--- src/rtl/adder_slice_sched_if.sv ---
// Bundle of request, response and slice-side signals for adder_slice_sched.
// The DUT uses the slave modport; the requesters, response consumer and slice model use the master modport.
interface adder_slice_sched_if #(
    parameter int WIDTH = 12,
    parameter int NREQ  = 2,
    parameter int IDW   = (NREQ > 1) ? $clog2(NREQ) : 1
);
    logic [NREQ-1:0]       req_valid;
    logic [NREQ-1:0]       req_ready;
    logic [NREQ*WIDTH-1:0] req_a;
    logic [NREQ*WIDTH-1:0] req_b;
    logic [NREQ-1:0]       req_cin;
    logic                  rsp_valid;
    logic                  rsp_ready;
    logic [IDW-1:0]        rsp_id;
    logic [WIDTH-1:0]      rsp_sum;
    logic                  rsp_cout;
    logic [2:0]            sl_a;
    logic [2:0]            sl_b;
    logic                  sl_cin;
    logic [2:0]            sl_sum;
    logic                  sl_cout;

    modport slave (
        input  req_valid, req_a, req_b, req_cin, rsp_ready, sl_sum, sl_cout,
        output req_ready, rsp_valid, rsp_id, rsp_sum, rsp_cout, sl_a, sl_b, sl_cin
    );

    modport master (
        output req_valid, req_a, req_b, req_cin, rsp_ready, sl_sum, sl_cout,
        input  req_ready, rsp_valid, rsp_id, rsp_sum, rsp_cout, sl_a, sl_b, sl_cin
    );
endinterface

--- src/rtl/adder_slice_sched.sv ---
// Round-robin scheduler that time-shares one external 3-bit add slice among NREQ requesters,
// running each WIDTH-bit add LSB-first, one chunk per cycle, with the carry chained in a register.
module adder_slice_sched #(
    parameter int WIDTH = 12,
    parameter int NREQ  = 2
) (
    input  logic               clk,
    input  logic               rst_n,
    adder_slice_sched_if.slave bus
);
    localparam int NCHUNK = WIDTH / 3;
    localparam int IDW    = (NREQ > 1) ? $clog2(NREQ) : 1;
    localparam int CW     = (NCHUNK > 1) ? $clog2(NCHUNK) : 1;

    typedef enum logic [1:0] {
        IDLE = 2'd0,
        RUN  = 2'd1,
        RESP = 2'd2
    } state_t;

    state_t           state_q;
    logic [WIDTH-1:0] a_q;
    logic [WIDTH-1:0] b_q;
    logic [WIDTH-1:0] sum_q;
    logic [IDW-1:0]   id_q;
    logic [IDW-1:0]   rr_q;
    logic [CW-1:0]    chunk_q;
    logic             carry_q;
    logic             rsp_valid_q;
    logic             rsp_cout_q;
    logic [2:0]       sl_a_q;
    logic [2:0]       sl_b_q;

    logic [IDW-1:0]   grant_s;
    logic             any_s;
    logic [NREQ-1:0]  req_ready_s;
    logic [IDW-1:0]   rr_next_s;
    logic             last_chunk_s;

    function automatic logic [2:0] chunk_of(input logic [WIDTH-1:0] v, input int k);
        return v[3*k +: 3];
    endfunction

    // Round-robin search: first valid requester at or above the rr pointer, wrapping.
    always_comb begin
        grant_s = {IDW{1'b0}};
        any_s   = 1'b0;
        for (int i = 0; i < NREQ; i++) begin
            if (!any_s && bus.req_valid[(int'(rr_q) + i) % NREQ]) begin
                any_s   = 1'b1;
                grant_s = IDW'((int'(rr_q) + i) % NREQ);
            end else begin
                any_s   = any_s;
            end
        end
    end

    // Grant strobe, only offered while idle and out of reset.
    always_comb begin
        req_ready_s = {NREQ{1'b0}};
        if (state_q == IDLE && any_s && rst_n) begin
            req_ready_s[grant_s] = 1'b1;
        end else begin
            req_ready_s = {NREQ{1'b0}};
        end
    end

    // Pointer moves just past the requester that was served.
    always_comb begin
        rr_next_s    = (id_q == IDW'(NREQ - 1)) ? {IDW{1'b0}} : id_q + IDW'(1);
        last_chunk_s = (chunk_q == CW'(NCHUNK - 1));
    end

    // Scheduler FSM; slice operands are registered one edge ahead so they line up with chunk_q.
    always_ff @(posedge clk or negedge rst_n) begin
        if (!rst_n) begin
            state_q     <= IDLE;
            a_q         <= {WIDTH{1'b0}};
            b_q         <= {WIDTH{1'b0}};
            sum_q       <= {WIDTH{1'b0}};
            id_q        <= {IDW{1'b0}};
            rr_q        <= {IDW{1'b0}};
            chunk_q     <= {CW{1'b0}};
            carry_q     <= 1'b0;
            rsp_valid_q <= 1'b0;
            rsp_cout_q  <= 1'b0;
            sl_a_q      <= 3'd0;
            sl_b_q      <= 3'd0;
        end else begin
            case (state_q)
                IDLE: begin
                    if (any_s) begin
                        a_q     <= bus.req_a[int'(grant_s)*WIDTH +: WIDTH];
                        b_q     <= bus.req_b[int'(grant_s)*WIDTH +: WIDTH];
                        id_q    <= grant_s;
                        carry_q <= bus.req_cin[grant_s];
                        chunk_q <= {CW{1'b0}};
                        sl_a_q  <= chunk_of(bus.req_a[int'(grant_s)*WIDTH +: WIDTH], 0);
                        sl_b_q  <= chunk_of(bus.req_b[int'(grant_s)*WIDTH +: WIDTH], 0);
                        state_q <= RUN;
                    end else begin
                        state_q <= IDLE;
                    end
                end
                RUN: begin
                    sum_q[3*int'(chunk_q) +: 3] <= bus.sl_sum;
                    if (last_chunk_s) begin
                        rsp_cout_q  <= bus.sl_cout;
                        rsp_valid_q <= 1'b1;
                        carry_q     <= 1'b0;
                        chunk_q     <= {CW{1'b0}};
                        sl_a_q      <= 3'd0;
                        sl_b_q      <= 3'd0;
                        state_q     <= RESP;
                    end else begin
                        carry_q     <= bus.sl_cout;
                        chunk_q     <= chunk_q + CW'(1);
                        sl_a_q      <= chunk_of(a_q, int'(chunk_q) + 1);
                        sl_b_q      <= chunk_of(b_q, int'(chunk_q) + 1);
                    end
                end
                RESP: begin
                    if (bus.rsp_ready) begin
                        rsp_valid_q <= 1'b0;
                        rr_q        <= rr_next_s;
                        state_q     <= IDLE;
                    end else begin
                        state_q     <= RESP;
                    end
                end
                default: begin
                    state_q     <= IDLE;
                    rsp_valid_q <= 1'b0;
                end
            endcase
        end
    end

    assign bus.req_ready = req_ready_s;
    assign bus.rsp_valid = rsp_valid_q;
    assign bus.rsp_id    = id_q;
    assign bus.rsp_sum   = sum_q;
    assign bus.rsp_cout  = rsp_cout_q;
    assign bus.sl_a      = sl_a_q;
    assign bus.sl_b      = sl_b_q;
    assign bus.sl_cin    = carry_q;
endmodule

--- src/flat_wrapper.sv ---
// flat-port wrapper written by rule: the top's interface ports become plain ports
module adder_slice_sched_flat 
#(
    parameter int WIDTH = 12,
    parameter int NREQ  = 2
)
  (clk, rst_n, bus_req_valid, bus_req_a, bus_req_b, bus_req_cin, bus_rsp_ready, bus_sl_sum, bus_sl_cout, bus_req_ready, bus_rsp_valid, bus_rsp_id, bus_rsp_sum, bus_rsp_cout, bus_sl_a, bus_sl_b, bus_sl_cin);
  adder_slice_sched_if #(.WIDTH(WIDTH), .NREQ(NREQ)) bus_i ();
  input  logic clk;
  input  logic rst_n;
  input wire logic [$bits(bus_i.req_valid)-1:0] bus_req_valid;
  input wire logic [$bits(bus_i.req_a)-1:0] bus_req_a;
  input wire logic [$bits(bus_i.req_b)-1:0] bus_req_b;
  input wire logic [$bits(bus_i.req_cin)-1:0] bus_req_cin;
  input wire logic [$bits(bus_i.rsp_ready)-1:0] bus_rsp_ready;
  input wire logic [$bits(bus_i.sl_sum)-1:0] bus_sl_sum;
  input wire logic [$bits(bus_i.sl_cout)-1:0] bus_sl_cout;
  output wire logic [$bits(bus_i.req_ready)-1:0] bus_req_ready;
  output wire logic [$bits(bus_i.rsp_valid)-1:0] bus_rsp_valid;
  output wire logic [$bits(bus_i.rsp_id)-1:0] bus_rsp_id;
  output wire logic [$bits(bus_i.rsp_sum)-1:0] bus_rsp_sum;
  output wire logic [$bits(bus_i.rsp_cout)-1:0] bus_rsp_cout;
  output wire logic [$bits(bus_i.sl_a)-1:0] bus_sl_a;
  output wire logic [$bits(bus_i.sl_b)-1:0] bus_sl_b;
  output wire logic [$bits(bus_i.sl_cin)-1:0] bus_sl_cin;
  assign bus_i.req_valid = bus_req_valid;
  assign bus_i.req_a = bus_req_a;
  assign bus_i.req_b = bus_req_b;
  assign bus_i.req_cin = bus_req_cin;
  assign bus_i.rsp_ready = bus_rsp_ready;
  assign bus_i.sl_sum = bus_sl_sum;
  assign bus_i.sl_cout = bus_sl_cout;
  assign bus_req_ready = bus_i.req_ready;
  assign bus_rsp_valid = bus_i.rsp_valid;
  assign bus_rsp_id = bus_i.rsp_id;
  assign bus_rsp_sum = bus_i.rsp_sum;
  assign bus_rsp_cout = bus_i.rsp_cout;
  assign bus_sl_a = bus_i.sl_a;
  assign bus_sl_b = bus_i.sl_b;
  assign bus_sl_cin = bus_i.sl_cin;
  adder_slice_sched #(.WIDTH(WIDTH), .NREQ(NREQ)) u_core (.clk(clk), .rst_n(rst_n), .bus(bus_i));
endmodule
--- config.mk ---
export PLATFORM = sky130hd
export DESIGN_NAME = adder_slice_sched_flat
export DESIGN_NICKNAME = d
export VERILOG_FILES = /design/src/rtl/adder_slice_sched_if.sv /design/src/rtl/adder_slice_sched.sv /design/src/flat_wrapper.sv
export SDC_FILE = /design/constraint.sdc
export NUM_CORES = 1
export LEC_CHECK = 0
export BUFFER_PORTS_ARGS = -buffer_cell sky130_fd_sc_hd__buf_2
export CAP_MARGIN = 20
export CORE_MARGIN = 4
export CORE_UTILIZATION = 52
export DETAILED_ROUTE_END_ITERATION = 16
export GPL_ROUTABILITY_DRIVEN = 0
export PLACE_DENSITY = 0.8
export SYNTH_ARGS = -nofsm -noshare
export SYNTH_HDL_FRONTEND = slang
export SYNTH_SLANG_ARGS = --single-unit
--- constraint.sdc ---
create_clock -name clk -period 3.5 [get_ports clk]
set_clock_uncertainty 0.2 [all_clocks]
set_input_delay 0.875 -clock clk [delete_from_list [all_inputs] [get_ports clk]]
set_output_delay 0.875 -clock clk [all_outputs]
set_load 0.1 [all_outputs]
After elaboration in Yosys (flattened, before gate mapping)
Index checks and enable logic that the tools add are counted.
{ "totals": {"latch_bits": 0, "memories": 0, "mem_bits_ro": 0, "wordCells": 85, "reg_bits": 51, "output_inout_bits": 24, "ramBits": 0} }
{ "classes": {"div_mod_pow": 0, "n_lt_le_gt_ge": 4, "n_bitwise": 2, "n_addsub": 5, "reduce_logical": 12, "multipliers": 3, "muxes": 35, "shifts": 6, "eq_ne": 6} }
{ "op_table": {"columns": ["op", "n"], "rows": [
  ["$shiftx A12 B32 Y3", 2],
  ["$shiftx A24 B32 Y12", 2],
  ["$neg A32 Y33", 1],
  ["$shift A3 B33 Y12 const A", 1],
  ["$shiftx A3 B33 Y12", 1],
  ["$mul A3 B32 Y32 const A", 1],
  ["$mux W1", 18],
  ["$bwmux W12", 1],
  ["$mux W3", 4],
  ["$pmux W3 S2", 2],
  ["$mux W2", 5],
  ["$reduce_and A2 Y1", 4],
  ["$pmux W2 S3", 1],
  ["$eq A2 B2 Y1 const B", 2],
  ["$logic_and A1 B1 Y1", 4],
  ["$lt A1 B2 Y1 const B", 2],
  ["$mul A2 B2 Y4 const A", 1],
  ["$ne A2 B1 Y1 const B", 2],
  ["$pmux W2 S2", 1],
  ["$add A2 B1 Y3 const B", 1],
  ["$lt A2 B3 Y1 const B", 1],
  ["$mul A1 B2 Y3 const B", 1],
  ["$pmux W1 S3", 1],
  ["$reduce_and A3 Y1", 1],
  ["other kinds (12)", 13]
]} }

Longest topological paths before layout
Gate-level depths: netlist (run 1).
{ "depth": {"word_depth": 12, "ltp_mapped": 12, "depth_no_buf": 8} }

Worst setup path before layout (run 1)
Ideal clock, no wire load.
{ "synth_path": {"kind": "input port to output port", "startpoint": "in bus_req_valid[0]", "endpoint": "out bus_req_ready[1]", "setup_slack_ns": 0.152, "path_stages": 5, "arrival_time_ns": 2.273, "path_buffers": 2, "cell_sequence": "nand2b_1 and2_1 clkbuf_1 buf_2 and3_1"} }
{ "synth_via": {"elab_chain_cells": 11, "elab_cells_between_ends": 19, "classes_between": "order compare (2); mux (12); reduce/logical (5)"} }
{ "synth_rtl": {"columns": ["element", "line", "rtl"], "rows": [
  ["start, declared", "flat_wrapper.sv:11", "input wire logic [$bits(bus_i.req_valid)-1:0] bus_req_valid;"],
  ["$mux W1 (not written as such) (2 in a row)", "adder_slice_sched.sv:49", "if (!any_s && bus.req_valid[(int'(rr_q) + i) % NREQ]) begin"],
  ["$mux W1", "adder_slice_sched.sv:49", null],
  ["$logic_not A1 Y1", "adder_slice_sched.sv:49", null],
  ["$logic_and A1 B1 Y1", "adder_slice_sched.sv:49", null],
  ["$mux W1", "adder_slice_sched.sv:49", null],
  ["$lt A1 B2 Y1 (not written as such) / $ge A1 B1 Y1 (equally long branches)", "adder_slice_sched.sv:62", "req_ready_s[grant_s] = 1'b1;"],
  ["$logic_and A1 B1 Y1 (not written as such)", "adder_slice_sched.sv:62", null],
  ["$mux W1 (not written as such)", "adder_slice_sched.sv:62", null],
  ["$demux W1 S1", null, null],
  ["$mux W2 *", "adder_slice_sched.sv:61", "if (state_q == IDLE && any_s && rst_n) begin"],
  ["end, declared", "flat_wrapper.sv:18", "output wire logic [$bits(bus_i.req_ready)-1:0] bus_req_ready;"]
]} }
Every way passes the cells marked *; elsewhere a longest branch is shown, timed or not. The select of a mux whose other input is x is not followed.

Final worst setup path (run 1)
{ "layout_path": {"startpoint": "in bus_req_valid[1]", "endpoint": "out bus_req_ready[0]"} }
Same word-level chain as after synthesis.

==> summary.txt, run 1 <==
Outcome
  – Status: completed

Layout
  – Nets: around 450
  – Area Overhead vs Synth: 19.4%
  – Layout cell share with drive strength beyond 1: 30.4%
  – Antenna cells: 0
  – Finished Core Util: a little under two thirds
  – Finished Cell Area: around 0.0035 mm^2

STA
  – Slew Viols, Final: 0
  – Fmax: ~370 MHz
  – Fin. Hold Viols: 0
  – Setup TNS: 0 ns
  – Final setup vio count: 0
  – Fin crit share: 77.0%
  – Slew margin rel.: 63.7%
  – Measured slew at the worst slew-check pin: around 0.54 ns
  – Min Tclk post-route: around 2.7 ns
  – PnR worst setup slack: roughly 0.8 ns
  – RSZ-0062 raised after global routing: false

Yosys
  – Synthesized area: between 0.002 and 0.003 mm^2
  – Synthesized instance count: a little over 300
  – Yosys warns: 0
  – Post-synthesis async set-or-reset flop share: 100%
  – Post-synth net total: between 300 and 400
  – Largest cells by area after synthesis: dfrtp_1 (43%), nand2_1 (8.9%), mux4_2 (8.4%)
  – Mean Syn Cell Area: 9.65 um^2
  – Main synth FF type: dfrtp_1
  – #FFs+latches synth: 51
  – Top-area cell type share of the netlist area: a little over two fifths
  – Sequential share of the synthesized area: between 40% and 50%
  – Distinct cells, synth: 40
  – EDFF count, synth: 0
  – Largest area contributor in the netlist: dfrtp_1

Clock tree
  – Num CTS Buffers: 5
  – CTS tree: yes
  – Post-CTS sizing: 0
  – Worst skew pair latency: ~0.3 ns
  – Clk pin slew, worst setup/hold paths: ~0.090 ns
  – Post-CTS setup buffers: 0
  – CTS sink count: a little over 50
  – CTS max path bufs: 2
  – Hold Buf Count CTS: 0
  – H-tree depth: 2
  – Root Buffer: clkbuf_8

GRT
  – Largest net degree at the start of global routing: a little under 60
  – First-pass GRT wire length: 11700 um
  – Tot GR Track Use: between 20% and 30%
  – GR Overflow Total: 0
  – Vias in the first global route: about 2600
  – Initial antenna violation count: 0

Setup path
  – Required @ worst endpoint: 2.42 ns
  – Worst Path Buf+Inv: 2
  – CP Launch Type: primary input
  – Critical Path Fanout Max: 4
  – CP Class: in2out
  – Critical Path AT: 1.62 ns
  – CP Cell Sequence: buf_2 -> o21a_2 -> and3_1 -> buf_12
  – Slowest CP cell: and3_1
  – CP max stage delay: approximately 0.23 ns
  – Crit path max-delay family: buffers and inverters
  – Worst setup EP type: output pin

Floorplanning
  – Core area: ~0.0055 mm^2
  – Die ar.: just under 0.007 mm^2
  – Die X-Extent: about 83 um
  – Ports: 83
  – Num rows: 27
  – Initial Util: 53.5%
  – Die Y: approximately 83 um

Placement
  – Dpl cell area: roughly 0.0034 mm^2
  – Post-DP HPWL: ~5300 um
  – DP Worst Slack: roughly 0.81 ns
  – PortBufs: 82

Flow run
  – Max-cap violations: 0

Drt
  – Vias/cell: 5.69
  – Routed WL: roughly 7000 um
  – Post-DRT Antenna Nets: 0
  – Via count: 2584
  – Number of remaining DRC errors: 0
  – Drt first pass iters: 4
  – DR iter-0 viols: 149
  – WL per Instance: 15.4 um

Worst hold path
  – Hold crit path type: reg2reg
[final cells by class]
cell class              instances  area [um^2]
inverters                       3         11.3
repair buffers                 91          508
flip-flops and latches         51         1280
fillers                       469         1990
multi-input cells             229         1530
clock buffers                   8          100
well taps                      72         90.1
[cells in the final DEF, fill, tap and decap left out, types with 2 or more instances in the layout]
cell type   n
nand2b_1    4
nor2_1     29
nor2b_1     2
o31ai_1     3
a22oi_1     4
mux4_2     11
ha_1        8
nand3b_1    2
buf_12      2
a21oi_1     5
buf_2      80
o2bb2ai_1   4
nand2_1    70
nand3_1    10
o32a_1      4
mux2i_1     4
a22o_1      7
and3_1      3
o21ai_0    13
inv_1       3
a31oi_1    27
clkbuf_8    7
dfrtp_1    51
mux4_1      2
buf_4       9
[tightest hold or removal path: stages (launching register included)]
cell,delay (ns)
dfrtp_1,0.35
nand2_1,0.05
o21ai_0,0.06
[layer usage]
metal / share of wire, % / track usage (%)
met5: 0 / 0
met3: 6.3 / 4.37
met1: 40 / 25.4
met2: 51 / 35.4
met4: 2.8 / 8.77
[kinds of logic after synthesis]
group | synth area share, %
simple gates | 18.8
buf+inv | 4.72
flops | 43.3
compound gates | 17.5
mux | 11.9
fa+ha+maj | 3.40
xor+xnor | 0.298
[synthesized netlist by cell type, drive strengths merged, types with 2 or more instances]
cell	number
o221ai	2
a21oi	5
and2b	2
nand3	10
dfrtp	51
inv	3
and3	3
o32a	4
nor2b	2
ha	8
a31oi	27
a22o	7
nand3b	2
nor2	29
mux2i	4
o31ai	3
o21a	2
clkbuf	6
nand2	70
a22oi	4
o21ai	15
nand2b	4
buf	16
mux4	13
o2bb2ai	4
[path summary, 6_finish.rpt]
path | startpoint | slack (ns) | depth (start not counted) | endpoint
hold reg to reg | u_core.bus.rsp_sum[11] | 0.29 | 2 | u_core.bus.rsp_sum[11]
setup reg to reg | u_core.chunk_q[1] | 0.95 | 8 | u_core.bus.sl_b[2]
min in group asynchronous | rst_n | 0.38 | 2 | u_core.b_q[0]
setup / recovery | bus_req_valid[1] | 0.80 | 4 | bus_req_ready[0]
max in group asynchronous | rst_n | 2.39 | 2 | u_core.a_q[3]
hold / removal | u_core.bus.rsp_sum[11] | 0.29 | 2 | u_core.bus.rsp_sum[11]
[per-stage QoR]
stage | hold WS (ns) | cells
after global placement | 0.257 | 446
after CTS | 0.293 | 454
after floorplan | 0.241 | 305
final | 0.287 | 454
after detailed placement | 0.273 | 446
after global routing | 0.315 | 454
[flip-flops by register name (all words and copies together) (netlist names)]
name                  cells
u_core.b_q               12
u_core.bus.rsp_sum       12
u_core.rr_q               1
u_core.state_q            2
u_core.chunk_q            2
u_core.bus.rsp_cout       1
u_core.bus.sl_a           3
u_core.bus.rsp_valid      1
u_core.bus.sl_cin         1
u_core.a_q               12
u_core.bus.rsp_id         1
u_core.bus.sl_b           3
Power of run 1 is left out: the tool's default activity adds up to more than one toggle a clock period on the data nets, which glitch-free logic cannot reach.
==> run 2: changes to the inputs <==
==> constraint.sdc (replaced) <==
create_clock -name clk -period 2.8 [get_ports clk]
set_clock_uncertainty 0.2 [all_clocks]
set_input_delay 0.7 -clock clk [delete_from_list [all_inputs] [get_ports clk]]
set_output_delay 0.7 -clock clk [all_outputs]
set_load 0.1 [all_outputs]
==> summary.txt, run 2 (synthesis gave the netlist of run 1 again) <==
Floorplanning
  – Die ar.: 0.00693 mm^2 (unchanged)
  – Die Y: 83.2 um (unchanged)
  – Die X-Extent: 83.2 um (unchanged)
  – Num rows: 27 (unchanged)
  – Initial Util: 53.5% (unchanged)
  – Core area: 0.00551 mm^2 (unchanged)
  – Ports: 83 (unchanged)

STA
  – Slew margin rel.: 65.7% (+2.0 points)
  – Fin. Hold Viols: 0 (unchanged)
  – Fin crit share: 90.3%
  – Slew Viols, Final: 0 (unchanged)
  – Measured slew at the worst slew-check pin: 0.515 ns (-0.0259 ns)
  – Setup TNS: 0 ns (unchanged)
  – Fmax: between 300 and 400 MHz
  – RSZ-0062 raised after global routing: false
  – Min Tclk post-route: between 2 and 3 ns
  – Final setup vio count: 0 (unchanged)

Drt
  – Routed WL: 7030 um (+0.23%)
  – Post-DRT Antenna Nets: 0 (unchanged)
  – WL per Instance: 15.4 um (about the same)
  – Drt first pass iters: 4 (unchanged)
  – DR iter-0 viols: 151 (+1.3%)
  – Via count: 2563 (-0.81%)
  – Vias/cell: 5.63 (-1.0%)
  – Number of remaining DRC errors: 0 (unchanged)

Setup path
  – CP Cell Sequence: nor2_1 -> o21a_2 -> and3_2 -> buf_12
  – Worst setup EP type: output pin
  – Critical Path Fanout Max: 7 (+3)
  – CP Class: reg2out
  – Required @ worst endpoint: 1.90 ns (-0.52 ns)
  – CP Launch Type: flip-flop
  – CP max stage delay: 0.45 ns (+0.22 ns)
  – Critical Path AT: 1.63 ns (about the same)
  – Slowest CP cell: dfrtp_1
  – Crit path max-delay family: simple AND/OR/NAND/NOR gates
  – Worst Path Buf+Inv: 1 (-1)

Flow run
  – Max-cap violations: 0 (unchanged)

Clock tree
  – CTS tree: yes
  – Clk pin slew, worst setup/hold paths: 0.10 ns (about the same)
  – Root Buffer: clkbuf_8
  – H-tree depth: 2 (unchanged)
  – CTS max path bufs: 2 (unchanged)
  – Num CTS Buffers: 5 (unchanged)
  – Worst skew pair latency: 0.32 ns (+0.02 ns)
  – CTS sink count: 51 (unchanged)
  – Post-CTS setup buffers: 0 (unchanged)
  – Hold Buf Count CTS: 0 (unchanged)
  – Post-CTS sizing: 0 (unchanged)

Layout
  – Fill cell count: 489 (+4.3%)
  – FF+latch area: 0.00128 mm^2 (unchanged)
  – Commonest non-fill, non-tap cells in the layout: buf_2 (80), nand2_1 (70), dfrtp_1 (51)
  – Area Overhead vs Synth: 19.9%
  – Antenna cells: 0 (unchanged)
  – Commonest non-fill, non-tap cell in the layout: buf_2
  – Nets: 449 (+0.22%)
  – Layout cell share with drive strength beyond 1: 31.3% (+0.97 points)
  – Multi-input gate area: 0.00153 mm^2 (+0.16%)
  – Finished Core Util: 64.1% (+0.25 points)

GRT
  – Met1 usage in global routing: 27.2% (+1.8 points)
  – GRT Max-Usage Layer: met2
  – Largest net degree at the start of global routing: 59 (unchanged)
  – GR Overflow Total: 0 (unchanged)
  – Initial antenna violation count: 0 (unchanged)
  – Tot GR Track Use: 20.8% (+0.10 points)
  – Vias in the first global route: 2449 (-4.3%)
  – First-pass GRT wire length: 11800 um (+0.70%)
  – Met2 usage: 35.1% (-0.36 points)
  – Met3 usage: 3.47% (-0.89 points)

Placement
  – PortBufs: 82 (unchanged)
  – Post-DP HPWL: 5300 um (+0.11%)

Outcome
  – Status: completed

Worst hold path
  – Hold crit path type: in2async
## run 2: layer usage
layer  part of all wire, %  vias to the layer above
met1                    42                     1219
li1                      -                     1250
met5                     0                        -
met4                   1.9                        0
met2                    51                       82
met3                   5.7                       12
## run 2: layout make-up
type	instances	share of cell area, %
flip-flops and latches	51	36.2
multi-input cells	229	43.4
clock buffers	7	2.73
well taps	72	2.55
clock inverters	1	0.213
repair buffers	92	14.6
inverters	3	0.319
## run 2: final timing paths
check | from | to | slack, ns | cells after the start
setup / recovery | u_core.state_q[0] | bus_req_ready[0] | 0.27 | 4
hold reg to reg | u_core.bus.rsp_sum[3] | u_core.bus.rsp_sum[3] | 0.28 | 2
setup reg to reg | u_core.chunk_q[0] | u_core.bus.sl_a[0] | 0.36 | 7
min in group clk | u_core.bus.rsp_sum[3] | u_core.bus.rsp_sum[3] | 0.28 | 2
max in group asynchronous | rst_n | u_core.a_q[8] | 1.78 | 2
hold / removal | rst_n | u_core.b_q[1] | 0.17 | 2
## run 2: worst reg2reg max path: stages (launching register included)
cell	delay, ns
dfrtp_1	0.42
inv_1	0.15
ha_1	0.32
buf_4	0.25
mux4_2	0.53
a22oi_1	0.18
a21oi_1	0.12
o32a_1	0.16
## run 2: through the flow
stage	cells	setup slack (ns)	hold slack [ns]	instance area [um^2]
4_1_cts	455	0.260	0.166	3530
6_report	455	0.271	0.172	3530
5_1_grt	455	0.168	0.185	3530
3_3_place_gp	447	0.447	0.260	3430
2_1_floorplan	305	0.0833	0.204	2950
3_5_place_dp	447	0.388	0.268	3430
Power of run 2 is left out for the same reason.
